--- config.mk ---
export PLATFORM = sky130hd
export DESIGN_NAME = plic_gateway_flat
export DESIGN_NICKNAME = d
export VERILOG_FILES = /design/src/rtl/plic_gateway_pkg.sv /design/src/rtl/plic_gateway_if.sv /design/src/rtl/plic_gateway_cell.sv /design/src/rtl/plic_gateway.sv /design/src/flat_wrapper.sv
export SDC_FILE = /design/constraint.sdc
export NUM_CORES = 1
export LEC_CHECK = 0
export ABC_CLOCK_PERIOD_IN_PS = 8550
export CAP_MARGIN = 20
export CORE_UTILIZATION = 35
export DETAILED_ROUTE_END_ITERATION = 12
export SYNTH_ARGS = -nofsm -noshare
export SYNTH_HDL_FRONTEND = slang
export SYNTH_SLANG_ARGS = --single-unit
--- constraint.sdc ---
create_clock -name clk_i -period 8.55 [get_ports clk_i]
set_clock_uncertainty 0.15 [all_clocks]
set_input_delay 1.2825 -clock clk_i [delete_from_list [all_inputs] [get_ports clk_i]]
set_output_delay 1.2825 -clock clk_i [all_outputs]
set_load 0.03 [all_outputs]
--- src/rtl/plic_gateway_pkg.sv ---
// Shared types and constants for the PLIC interrupt gateway.
// Register offsets, data width and the per-source gateway state encoding.
package plic_gateway_pkg;

  localparam int XLEN = 32;
  localparam int ID_W = 5;

  localparam logic [3:0] REG_MODE     = 4'h0;
  localparam logic [3:0] REG_POLARITY = 4'h4;
  localparam logic [3:0] REG_INFLIGHT = 4'h8;

  typedef enum logic [1:0] {
    IDLE   = 2'd0,
    ASSERT = 2'd1,
    REARM  = 2'd2
  } gw_state_e;

endpackage

--- src/rtl/plic_gateway_if.sv ---
// Register access bus of the gateway (PBUS style strobe, byte-enabled writes,
// combinational read data). Signal names are from the gateway's point of view.
interface plic_gateway_if;

  logic                                stb_i;
  logic [3:0]                          adr_i;
  logic [3:0]                          byte_sel_i;
  logic                                we_i;
  logic [plic_gateway_pkg::XLEN-1:0]   dat_i;
  logic [plic_gateway_pkg::XLEN-1:0]   dat_o;

  modport master (output stb_i, adr_i, byte_sel_i, we_i, dat_i, input dat_o);
  modport slave  (input stb_i, adr_i, byte_sel_i, we_i, dat_i, output dat_o);

endinterface

--- src/rtl/plic_gateway_cell.sv ---
// One interrupt source: edge detector, single-deep edge memory, and the
// IDLE/ASSERT/REARM sequencer that holds the request until its completion.
module plic_gateway_cell
  import plic_gateway_pkg::*;
#(
  parameter int unsigned ID             = 1,
  parameter int unsigned MIN_LOW_CYCLES = 2
) (
  input  logic            clk_i,
  input  logic            rst_i,
  input  logic            act_i,
  input  logic            prev_load_i,
  input  logic            prev_val_i,
  input  logic            mode_i,
  input  logic            complete_valid_i,
  input  logic [ID_W-1:0] complete_id_i,
  output logic            irq_o
);

  localparam int CNT_W = (MIN_LOW_CYCLES > 1) ? $clog2(MIN_LOW_CYCLES) : 1;
  localparam logic [CNT_W-1:0] CNT_LOAD = CNT_W'(MIN_LOW_CYCLES - 1);
  localparam logic [ID_W-1:0]  MY_ID    = ID_W'(ID);

  gw_state_e        state_q, state_d;
  logic             edge_pend_q, edge_pend_d;
  logic             act_prev_q, act_prev_d;
  logic [CNT_W-1:0] cnt_q, cnt_d;
  logic             edge_seen;

  assign edge_seen = act_i & ~act_prev_q;
  assign irq_o     = (state_q == ASSERT);

  always_ff @(posedge clk_i or posedge rst_i) begin
    if (rst_i) begin
      state_q     <= IDLE;
      edge_pend_q <= 1'b0;
      act_prev_q  <= 1'b0;
      cnt_q       <= '0;
    end else begin
      state_q     <= state_d;
      edge_pend_q <= edge_pend_d;
      act_prev_q  <= act_prev_d;
      cnt_q       <= cnt_d;
    end
  end

  always_comb begin
    state_d     = state_q;
    edge_pend_d = edge_pend_q;
    cnt_d       = cnt_q;
    // A polarity change re-seeds the previous value so the flip is not an edge.
    act_prev_d  = prev_load_i ? prev_val_i : act_i;
    unique case (state_q)
      IDLE: begin
        if (mode_i ? (edge_seen | edge_pend_q) : act_i) begin
          state_d     = ASSERT;
          edge_pend_d = 1'b0;
        end
      end
      ASSERT: begin
        if (edge_seen) edge_pend_d = 1'b1;
        if (complete_valid_i && (complete_id_i == MY_ID)) begin
          state_d = REARM;
          cnt_d   = CNT_LOAD;
        end
      end
      REARM: begin
        if (edge_seen) edge_pend_d = 1'b1;
        if (cnt_q == '0) state_d = IDLE;
        else             cnt_d   = cnt_q - CNT_W'(1);
      end
      default: state_d = IDLE;
    endcase
  end

endmodule

--- src/rtl/plic_gateway.sv ---
// Interrupt gateway in front of the PLIC: input synchronisers, MODE/POLARITY
// register file, and one gateway cell per source (source 0 is reserved).
module plic_gateway
  import plic_gateway_pkg::*;
#(
  parameter int unsigned NUM_SOURCES    = 32,
  parameter int unsigned MIN_LOW_CYCLES = 2
) (
  input  logic                   clk_i,
  input  logic                   rst_i,
  plic_gateway_if.slave          bus,
  input  logic [NUM_SOURCES-1:0] irq_raw_i,
  input  logic                   complete_valid_i,
  input  logic [ID_W-1:0]        complete_id_i,
  output logic [NUM_SOURCES-1:0] irq_o
);

  logic [NUM_SOURCES-1:1] sync1_q, sync2_q;
  logic [NUM_SOURCES-1:1] mode_q, mode_d;
  logic [NUM_SOURCES-1:1] pol_q, pol_d;
  logic [NUM_SOURCES-1:1] wr_mask, wdat;
  logic [NUM_SOURCES-1:1] act, act_next, irq_src;
  logic [XLEN-1:0]        bit_en;
  logic [XLEN-1:0]        rdata;
  logic                   mode_wr, pol_wr;
  logic                   unused_lo;

  genvar gi;

  for (gi = 0; gi < XLEN; gi++) begin : g_bit_en
    assign bit_en[gi] = bus.byte_sel_i[gi/8];
  end

  assign wr_mask  = bit_en[NUM_SOURCES-1:1];
  assign wdat     = bus.dat_i[NUM_SOURCES-1:1];
  assign mode_wr  = bus.stb_i & bus.we_i & (bus.adr_i == REG_MODE);
  assign pol_wr   = bus.stb_i & bus.we_i & (bus.adr_i == REG_POLARITY);
  assign mode_d   = mode_wr ? ((mode_q & ~wr_mask) | (wdat & wr_mask)) : mode_q;
  assign pol_d    = pol_wr  ? ((pol_q  & ~wr_mask) | (wdat & wr_mask)) : pol_q;
  assign act      = sync2_q ^ pol_q;
  // Value act will take next cycle, used to re-seed the edge detector on a polarity write.
  assign act_next = sync1_q ^ pol_d;

  assign unused_lo = ^{irq_raw_i[0], bus.dat_i[0], bit_en[0]};
  if (NUM_SOURCES < XLEN) begin : g_unused_hi
    logic unused_hi;
    assign unused_hi = ^{bus.dat_i[XLEN-1:NUM_SOURCES], bit_en[XLEN-1:NUM_SOURCES]};
  end

  always_ff @(posedge clk_i or posedge rst_i) begin
    if (rst_i) begin
      sync1_q <= '0;
      sync2_q <= '0;
      mode_q  <= '0;
      pol_q   <= '0;
    end else begin
      sync1_q <= irq_raw_i[NUM_SOURCES-1:1];
      sync2_q <= sync1_q;
      mode_q  <= mode_d;
      pol_q   <= pol_d;
    end
  end

  always_comb begin
    rdata = '0;
    if (bus.stb_i) begin
      unique case (bus.adr_i)
        REG_MODE:     rdata[NUM_SOURCES-1:0] = {mode_q, 1'b0};
        REG_POLARITY: rdata[NUM_SOURCES-1:0] = {pol_q, 1'b0};
        REG_INFLIGHT: rdata[NUM_SOURCES-1:0] = {irq_src, 1'b0};
        default:      rdata = '0;
      endcase
    end
  end
  assign bus.dat_o = rdata;

  for (gi = 1; gi < NUM_SOURCES; gi++) begin : g_cell
    plic_gateway_cell #(
      .ID             (gi),
      .MIN_LOW_CYCLES (MIN_LOW_CYCLES)
    ) u_cell (
      .clk_i            (clk_i),
      .rst_i            (rst_i),
      .act_i            (act[gi]),
      .prev_load_i      (pol_wr & wr_mask[gi]),
      .prev_val_i       (act_next[gi]),
      .mode_i           (mode_q[gi]),
      .complete_valid_i (complete_valid_i),
      .complete_id_i    (complete_id_i),
      .irq_o            (irq_src[gi])
    );
  end

  assign irq_o = {irq_src, 1'b0};

endmodule
--- src/flat_wrapper.sv ---
// flat-port wrapper written by rule: the top's interface ports become plain ports
module plic_gateway_flat import plic_gateway_pkg::*;
#(
  parameter int unsigned NUM_SOURCES    = 32,
  parameter int unsigned MIN_LOW_CYCLES = 2
)
  (clk_i, rst_i, irq_raw_i, complete_valid_i, complete_id_i, irq_o, bus_stb_i, bus_adr_i, bus_byte_sel_i, bus_we_i, bus_dat_i, bus_dat_o);
  plic_gateway_if bus_i ();
  input  logic clk_i;
  input  logic rst_i;
  input  logic [NUM_SOURCES-1:0] irq_raw_i;
  input  logic complete_valid_i;
  input  logic [ID_W-1:0] complete_id_i;
  output logic [NUM_SOURCES-1:0] irq_o;
  input wire logic [$bits(bus_i.stb_i)-1:0] bus_stb_i;
  input wire logic [$bits(bus_i.adr_i)-1:0] bus_adr_i;
  input wire logic [$bits(bus_i.byte_sel_i)-1:0] bus_byte_sel_i;
  input wire logic [$bits(bus_i.we_i)-1:0] bus_we_i;
  input wire logic [$bits(bus_i.dat_i)-1:0] bus_dat_i;
  output wire logic [$bits(bus_i.dat_o)-1:0] bus_dat_o;
  assign bus_i.stb_i = bus_stb_i;
  assign bus_i.adr_i = bus_adr_i;
  assign bus_i.byte_sel_i = bus_byte_sel_i;
  assign bus_i.we_i = bus_we_i;
  assign bus_i.dat_i = bus_dat_i;
  assign bus_dat_o = bus_i.dat_o;
  plic_gateway #(.NUM_SOURCES(NUM_SOURCES), .MIN_LOW_CYCLES(MIN_LOW_CYCLES)) u_core (.clk_i(clk_i), .rst_i(rst_i), .bus(bus_i), .irq_raw_i(irq_raw_i), .complete_valid_i(complete_valid_i), .complete_id_i(complete_id_i), .irq_o(irq_o));
endmodule
# Word-level counts from Yosys, hierarchy flattened
# Index checks and enable logic that the tools add are counted.
# totals
regBits	279
output_inout_bits	64
# op_classes
add_sub_neg	31
eq_ne	219
mux	375
n_bitwise	108
reduce_logical	249
# op_table
op	count
$mux W1	186
$mux W2	93
$pmux W2 S3	31
$reduce_and A3 Y1	62
$ne A2 B1 Y1 const B	62
$ne A2 B2 Y1 const B	62
$pmux W1 S2	62
$reduce_bool A2 Y1	62
$pmux W32 S3	1
$and A31 B31 Y31	3
$eq A5 B5 Y1 const B	16
$eq A2 B1 Y1 const B	31
$eq A2 B2 Y1 const B	31
$logic_not A2 Y1	31
$or A31 B31 Y31	2
$reduce_and A2 Y1	31
$reduce_or A2 Y1	31
$xor A31 B31 Y31	2
$eq A5 B4 Y1 const B	8
$and A1 B1 Y1	38
$mux W32	1
$logic_and A1 B1 Y1	31
$mux W31	1
$not A1 Y1	31
9 further kinds	73

# Longest topological paths before layout
# Gate-level depths: netlist (run 1).
# depth
depth_word	6
ltp_mapped	7

# By module
# From an unflattened synthesis (run 1), not the netlist that was laid out.
# hier_totals
cells_unflattened	1510
area_unflattened_um2	16497.1
# modules_own_cells
module	n_inst	cells_per_inst	area_each_um2	seq_area_each_um2
plic_gateway	1	565	6555.0	3103.0
plic_gateway_cell (u_core.g_cell[11].u_cell ...)	7	30	320.3	125.1
plic_gateway_cell (u_core.g_cell[10].u_cell ...)	4	30	312.8	125.1
plic_gateway_cell (u_core.g_cell[15].u_cell ...)	3	31	322.8	125.1
plic_gateway_cell (u_core.g_cell[20].u_cell ...)	3	30	314.1	125.1
plic_gateway_cell (u_core.g_cell[17].u_cell ...)	2	31	342.8	125.1
plic_gateway_cell (u_core.g_cell[1].u_cell ...)	2	32	331.6	125.1
plic_gateway_cell (u_core.g_cell[13].u_cell ...)	2	31	325.3	125.1
plic_gateway_cell (u_core.g_cell[4].u_cell ...)	2	30	324.1	125.1
plic_gateway_cell (u_core.g_cell[23].u_cell ...)	2	31	315.3	125.1
plic_gateway_cell (u_core.g_cell[28].u_cell)	1	30	319.1	125.1
plic_gateway_cell (u_core.g_cell[19].u_cell)	1	31	316.6	125.1
plic_gateway_cell (u_core.g_cell[31].u_cell)	1	31	312.8	125.1
plic_gateway_cell (u_core.g_cell[16].u_cell)	1	30	311.5	125.1

# Worst setup path after synthesis (run 1)
# No wires, ideal clock.
# synth_timing
path_kind	input port to output port
startpoint	in bus_adr_i[2]
endpoint	out bus_dat_o[15]
t_arrival_ns	2.831
required_time_ns	7.118
setup_slack_ns	4.286
path_stages	5
path_buffers	2
path_cell_list	buf_2 nor4b_2 buf_4 a22oi_1 nor2_1
# synth_via
elab_chain_cells	3
elab_cells_between_ends	5
cone_classes	2 x eq/ne; 2 x mux; 1 x reduce/logical
# synth_rtl
element	line	rtl
start, declared	flat_wrapper.sv:16	input wire logic [$bits(bus_i.adr_i)-1:0] bus_adr_i;
$eq A4 B4 Y1 (tied with other cells)	plic_gateway.sv:67	unique case (bus.adr_i)
$pmux W32 S3 *	plic_gateway.sv:67	
$mux W32 *	plic_gateway.sv:66	if (bus.stb_i) begin
end, declared	flat_wrapper.sv:20	output wire logic [$bits(bus_i.dat_o)-1:0] bus_dat_o;
# Mark *: on every way between the ends. The rest lies on a longest branch, timed or not.

# Worst setup path in the final report (run 1)
# layout_timing
startpoint	in bus_adr_i[3]
endpoint	out bus_dat_o[10]
# The elaborated chain is that of the path after synthesis.

==> results of run 1 <==
[metal layers]
layer	vias to the layer above	global-route usage	wire length (µm)
met4	2	0.04260	693
li1	5233	-	-
met5	-	0	13
met1	5241	0.2231	16830
met2	199	0.2821	16910
met3	52	0.03427	1653
[critical path: stages]
cell	delay, ns
clkdlybuf4s50_1	1.15
nor4b_4	0.40
buf_4	0.38
a22oi_1	0.24
nor2_1	0.16
clkdlybuf4s50_1	0.69
[cells by family after synthesis]
logic type | count (synthesis) | share of synthesized area
compound gates | 413 | 0.1683
xor+xnor | 69 | 0.04022
fa+ha+maj | 127 | 0.1057
buf+inv | 225 | 0.06736
flops | 279 | 0.4646
mux | 97 | 0.07061
other cells | 1 | 0.0002496
simple gates | 265 | 0.08293
[cell type report]
type                       count  area (µm²)
timing repair buffer         153        1509
fill                        4050       24240
sequential                   279        6982
tap                          539       674.4
clock buffer                  48       983.4
multi-input combinational    973        7058
inverter                     154       581.8
clock inverter                11       101.3
[per-stage QoR]
step                      cell area (µm²)  utilization  total power, mW
after floorplan                     15030            -            3.198
after global placement              16800       0.3988            3.587
after detailed placement            16800       0.3988            3.650
after CTS                           17890       0.4246            5.108
after global routing                17890       0.4246            5.416
final                               17890       0.4246            5.043
[worst min path at each step]
stage / endpoint / slack [ns]
floorplan: u_core.sync2_q[10] / 0.22
global placement: u_core.sync2_q[7] / 0.23
detailed placement: u_core.sync2_q[28] / 0.23
CTS: u_core.sync2_q[28] / 0.24
global route: u_core.sync2_q[13] / 0.25
finish: u_core.sync2_q[28] / 0.24
[Yosys cell counts, types with 22 or more instances]
library cell,instances,area share
a21boi_0,45,0.022
a21oi_1,118,0.039
a22oi_1,33,0.016
and2_1,24,0.010
buf_4,36,0.018
clkbuf_1,22,0.0055
dfrtp_1,279,0.46
ha_1,127,0.11
inv_1,154,0.038
mux2_2,60,0.045
mux2i_1,34,0.023
nand2_1,85,0.021
nor2_1,103,0.026
o21ai_0,126,0.042
xnor2_1,31,0.018
xor2_1,38,0.022
[power breakdown]
| part | leakage [nW] | switching [mW] | internal [mW] |
|---|---|---|---|
| combinational | 4.26 | 1.04 | 0.820 |
| clock | 0.537 | 0.579 | 0.834 |
| sequential | 3.29 | 0.175 | 1.59 |
| total | 8.10 | 1.80 | 3.24 |
==> run metrics, run 1 <==
number of global-route vias before repair=10970; postcts setup bufs=0; Main synth FF type=dfrtp_1; Via Count=10730; initial antenna violation count=1; Worst Min Path Start=u_core.sync1_q[28]; Core Box Area=0.04213 mm²; pre-CTS WS=2.760 ns; DRT Pass-1 Iters=5; pin count of the biggest net entering global routing=173; H-tree levels=2; Die Area=0.04377 mm²; Setup crit start kind=primary input; clock latency at the later pin of the worst-skew pair=0.55 ns; Antenna Cells=0; Nets=1804; CP startpoint=bus_adr_i[3]; Die X=209.2 µm; setup TNS=0 ns; post-synth cell types=45; GRT Total Usage=0.1690; first-pass GRT wire length=58340 µm; post-synthesis instance area=0.01503 mm²; Rows=75; pins over their slew limit=0; crit path kind=in -> out; Residual DRC=0; max_slew headroom=0.3067; fmax=173.7 MHz; clock buffer depth=3; Worst IR Drop VDD=0.1636 mV; R2R Setup Slk=6.71 ns; pwr dens=281.9 mW/mm²; hold slack=0.2394 ns; commonest non-fill, non-tap cell in the layout=dfrtp_1; Worst EP arrival=4.33 ns; EDFF count, synth=0; RR Endpoint=u_core.g_cell[2].u_cell.state_q[0]; Hold Path Class=reg -> reg; Setup violations, final=0; Final WS setup=2.792 ns; status=finished, final reports clean; Worst R2R Path Depth=6; GPL Wtd Cong=0.8035; Routed WL=36100 µm; Async S/R FF share, synth=1.000; Clock transition at path regs=0.05 ns; dpl cells=2098; Synth Instances=1476; Final Hold Violating Endpoints=0; Antenna Nets Post-Route=0; fraction of the yosys area taken by sequential cells=0.4646; die height=209.2 µm; hold_buf cts=0; Leak=8.095 nW; # port buffers=141; share of cells above drive strength 1=0.1038; Mean Syn Cell Area=10.18 µm²; IO Pins=146; min cycle time layout=5.758 ns; hold-critical path depth=0; initial drt markers=581; crit end category=primary output; Clock Sinks=279; Max Cap Viol=0; Least-Margin Pin Slew=1.040 ns; final non-filler cell total=2157; Initial Util=0.3566; Synth Warn #=0; final worst-path cycle share=0.6735; CTS Buf Count=34; Area Growth Syn to Fin=19.05%; most frequent cells in the layout=279 x dfrtp_1, 153 x inv_1, 140 x clkdlybuf4s50_1, 127 x ha_1, 126 x o21ai_0; hpwl dp=25090 µm; Critical Path Fanout Max=17; flops & latches, synth=279; R2R Path Start=u_core.g_cell[2].u_cell.state_q[1]; CTS resizes=0; Worst setup endpoint=bus_dat_o[10]; Critical Path RT=7.12 ns; RSZ-0062 raised after global routing=no; Via-to-Cell Ratio=4.973; CTS tree=yes; total grt overflow=0; clock root buffer=clkbuf_16; wire per inst=16.74 µm
Power figures use the tool's default switching activity.
==> run 2, diff against run 1 <==
--- a/config.mk
+++ b/config.mk
@@ -5,7 +5,7 @@
 export SDC_FILE = /design/constraint.sdc
 export NUM_CORES = 1
 export LEC_CHECK = 0
-export ABC_CLOCK_PERIOD_IN_PS = 8550
+export ABC_CLOCK_PERIOD_IN_PS = 5700
 export CAP_MARGIN = 20
 export CORE_UTILIZATION = 35
 export DETAILED_ROUTE_END_ITERATION = 12
==> constraint.sdc (replaced) <==
create_clock -name clk_i -period 5.7 [get_ports clk_i]
set_clock_uncertainty 0.15 [all_clocks]
set_input_delay 0.855 -clock clk_i [delete_from_list [all_inputs] [get_ports clk_i]]
set_output_delay 0.855 -clock clk_i [all_outputs]
set_load 0.03 [all_outputs]
==> run metrics, run 2 (same netlist as run 1, synthesis figures left out) <==
status=finished, final reports clean (unchanged); Initial Util=0.3566 (unchanged); Post-DP Area=0.01685 mm² (was 0.01680 mm²); CP startpoint=bus_adr_i[3] (unchanged); Least-Margin Pin Slew=1.178 ns (was 1.040 ns); pin count of the biggest net entering global routing=140 (was 173); Residual DRC=0 (unchanged); Worst IR Drop VDD=0.2283 mV (was 0.1636 mV); Die Area=0.04377 mm² (unchanged); CP max stage delay=0.70 ns (was 1.15 ns); R2R Path Start=u_core.g_cell[30].u_cell.state_q[0] (was u_core.g_cell[2].u_cell.state_q[1]); final worst-path cycle share=0.8224; Max Cap Viol=0 (unchanged); CTS tree=yes (unchanged); hpwl dp=25430 µm (was 25090 µm); H-tree levels=2 (unchanged); R2R Setup Slk=3.88 ns (was 6.71 ns); GRT Total Usage=0.1686 (was 0.1690); dpl cells=2102 (was 2098); most frequent cells in the layout=279 x dfrtp_1, 153 x inv_1, 140 x clkdlybuf4s50_1, 127 x ha_1, 126 x o21ai_0 (unchanged); Die X=209.2 µm (unchanged); crit path kind=in -> out (unchanged); clock root buffer=clkbuf_16 (unchanged); IO Pins=146 (unchanged); GPL Wtd Cong=0.8174 (was 0.8035); Antenna Nets Post-Route=0 (unchanged); initial drt markers=623 (was 581); Worst Min Path Start=u_core.sync1_q[3] (was u_core.sync1_q[28]); initial antenna violation count=3 (was 1); hold-critical path depth=0 (unchanged); Via-to-Cell Ratio=5.021 (was 4.973); Final Hold Violating Endpoints=0 (unchanged); first-pass GRT wire length=58040 µm (was 58340 µm); CP max stage cell=clkdlybuf4s50_1 (unchanged); fmax=213.3 MHz; Critical Path RT=4.70 ns (was 7.12 ns); # port buffers=141 (unchanged); wire per inst=16.65 µm (was 16.74 µm); min cycle time layout=4.688 ns; RR Endpoint=u_core.g_cell[30].u_cell.state_q[0] (was u_core.g_cell[2].u_cell.state_q[0]); number of global-route vias before repair=10880 (was 10970); setup TNS=0 ns (unchanged); postcts setup bufs=0 (unchanged); critical path cell sequence=clkdlybuf4s50_1 > buf_4 > nor4b_4 > buf_4 > a22oi_1 > nor2_1 > clkdlybuf4s50_1 (was clkdlybuf4s50_1 > nor4b_4 > buf_4 > a22oi_1 > nor2_1 > clkdlybuf4s50_1); Setup crit start kind=primary input (unchanged); final non-filler cell total=2162 (was 2157); Setup violations, final=0 (unchanged); fin area=0.01803 mm² (was 0.01789 mm²); Rows=75 (unchanged); pins over their slew limit=0 (unchanged); RSZ-0062 raised after global routing=no (unchanged); DRT Pass-1 Iters=5 (unchanged); Worst R2R Path Depth=6 (unchanged); Hold Path Class=reg -> reg (unchanged); Nets=1809 (was 1804); total grt overflow=0 (unchanged); crit end category=primary output (unchanged); clock buffer depth=3 (unchanged); Routed WL=36010 µm (was 36100 µm); clock latency at the later pin of the worst-skew pair=0.54 ns (was 0.55 ns); max_slew headroom=0.2031 (was 0.3067); Worst EP arrival=3.68 ns (was 4.33 ns); commonest non-fill, non-tap cell in the layout=dfrtp_1 (unchanged); Hold Path Sink=u_core.sync2_q[3] (was u_core.sync2_q[28]); Core Box Area=0.04213 mm² (unchanged); CTS resizes=0 (unchanged); pwr dens=428.5 mW/mm² (was 281.9 mW/mm²); Clock Sinks=279 (unchanged); Clock transition at path regs=0.05 ns (about the same); die height=209.2 µm (unchanged); Leak=8.160 nW (was 8.095 nW); Via Count=10860 (was 10730); CTS Buf Count=35 (was 34); hold_buf cts=0 (unchanged); Critical Path Fanout Max=13 (was 17); Area Growth Syn to Fin=19.96% (was 19.05%); share of cells above drive strength 1=0.1060 (was 0.1038)
run 2: worst max path at each step:
| stage | endpoint | slack [ns] | cells past startpoint |
|---|---|---|---|
| after floorplan | async pin | 1.00 | 1 |
| after global placement | bus_dat_o[10] | 1.05 | 7 |
| after detailed placement | bus_dat_o[10] | 1.01 | 7 |
| after CTS | bus_dat_o[10] | 1.01 | 7 |
| after global routing | bus_dat_o[10] | 0.90 | 7 |
| final | bus_dat_o[10] | 1.01 | 7 |
run 2: critical path, delay by kind of cell:
| kind | cells | cell delay (ns) |
|---|---|---|
| AOI/OAI and AO/OA | 1 | 0.21 |
| and+or+nand+nor | 2 | 0.75 |
| buffers and inverters | 4 | 1.85 |
run 2: cell type report:
type	count	area, µm²
fillers	3979	24110
multi-input cells	973	7058
flip-flops and latches	279	6982
repair buffers	157	1551
clock buffers	51	1059
well taps	539	674.4
inverters	154	581.8
clock inverters	8	117.6
diodes	1	2.502
run 2: power by group:
group | total [mW] | internal (mW) | switching [mW]
registers | 2.65 | 2.38 | 0.264
logic | 2.79 | 1.23 | 1.56
clock network | 2.28 | 1.42 | 0.867
run 2: layer usage:
layer	track usage	vias up	routed length (µm)
li1	-	5244	-
met1	0.2269	5358	16650
met2	0.2763	208	16920
met3	0.02705	43	1680
met4	0.05502	2	740
met5	0	-	10
run 2: through the flow:
step / util / hold slack [ns] / setup slack (ns) / power, mW
2_1_floorplan: - / 0.2215 / 1.002 / 4.797
3_3_place_gp: 0.3999 / 0.2235 / 1.054 / 5.379
4_1_cts: 0.4278 / 0.2410 / 1.015 / 7.833
6_report: 0.4278 / 0.2379 / 1.012 / 7.723
5_1_grt: 0.4278 / 0.2536 / 0.9020 / 8.290
3_5_place_dp: 0.3999 / 0.2292 / 1.015 / 5.480
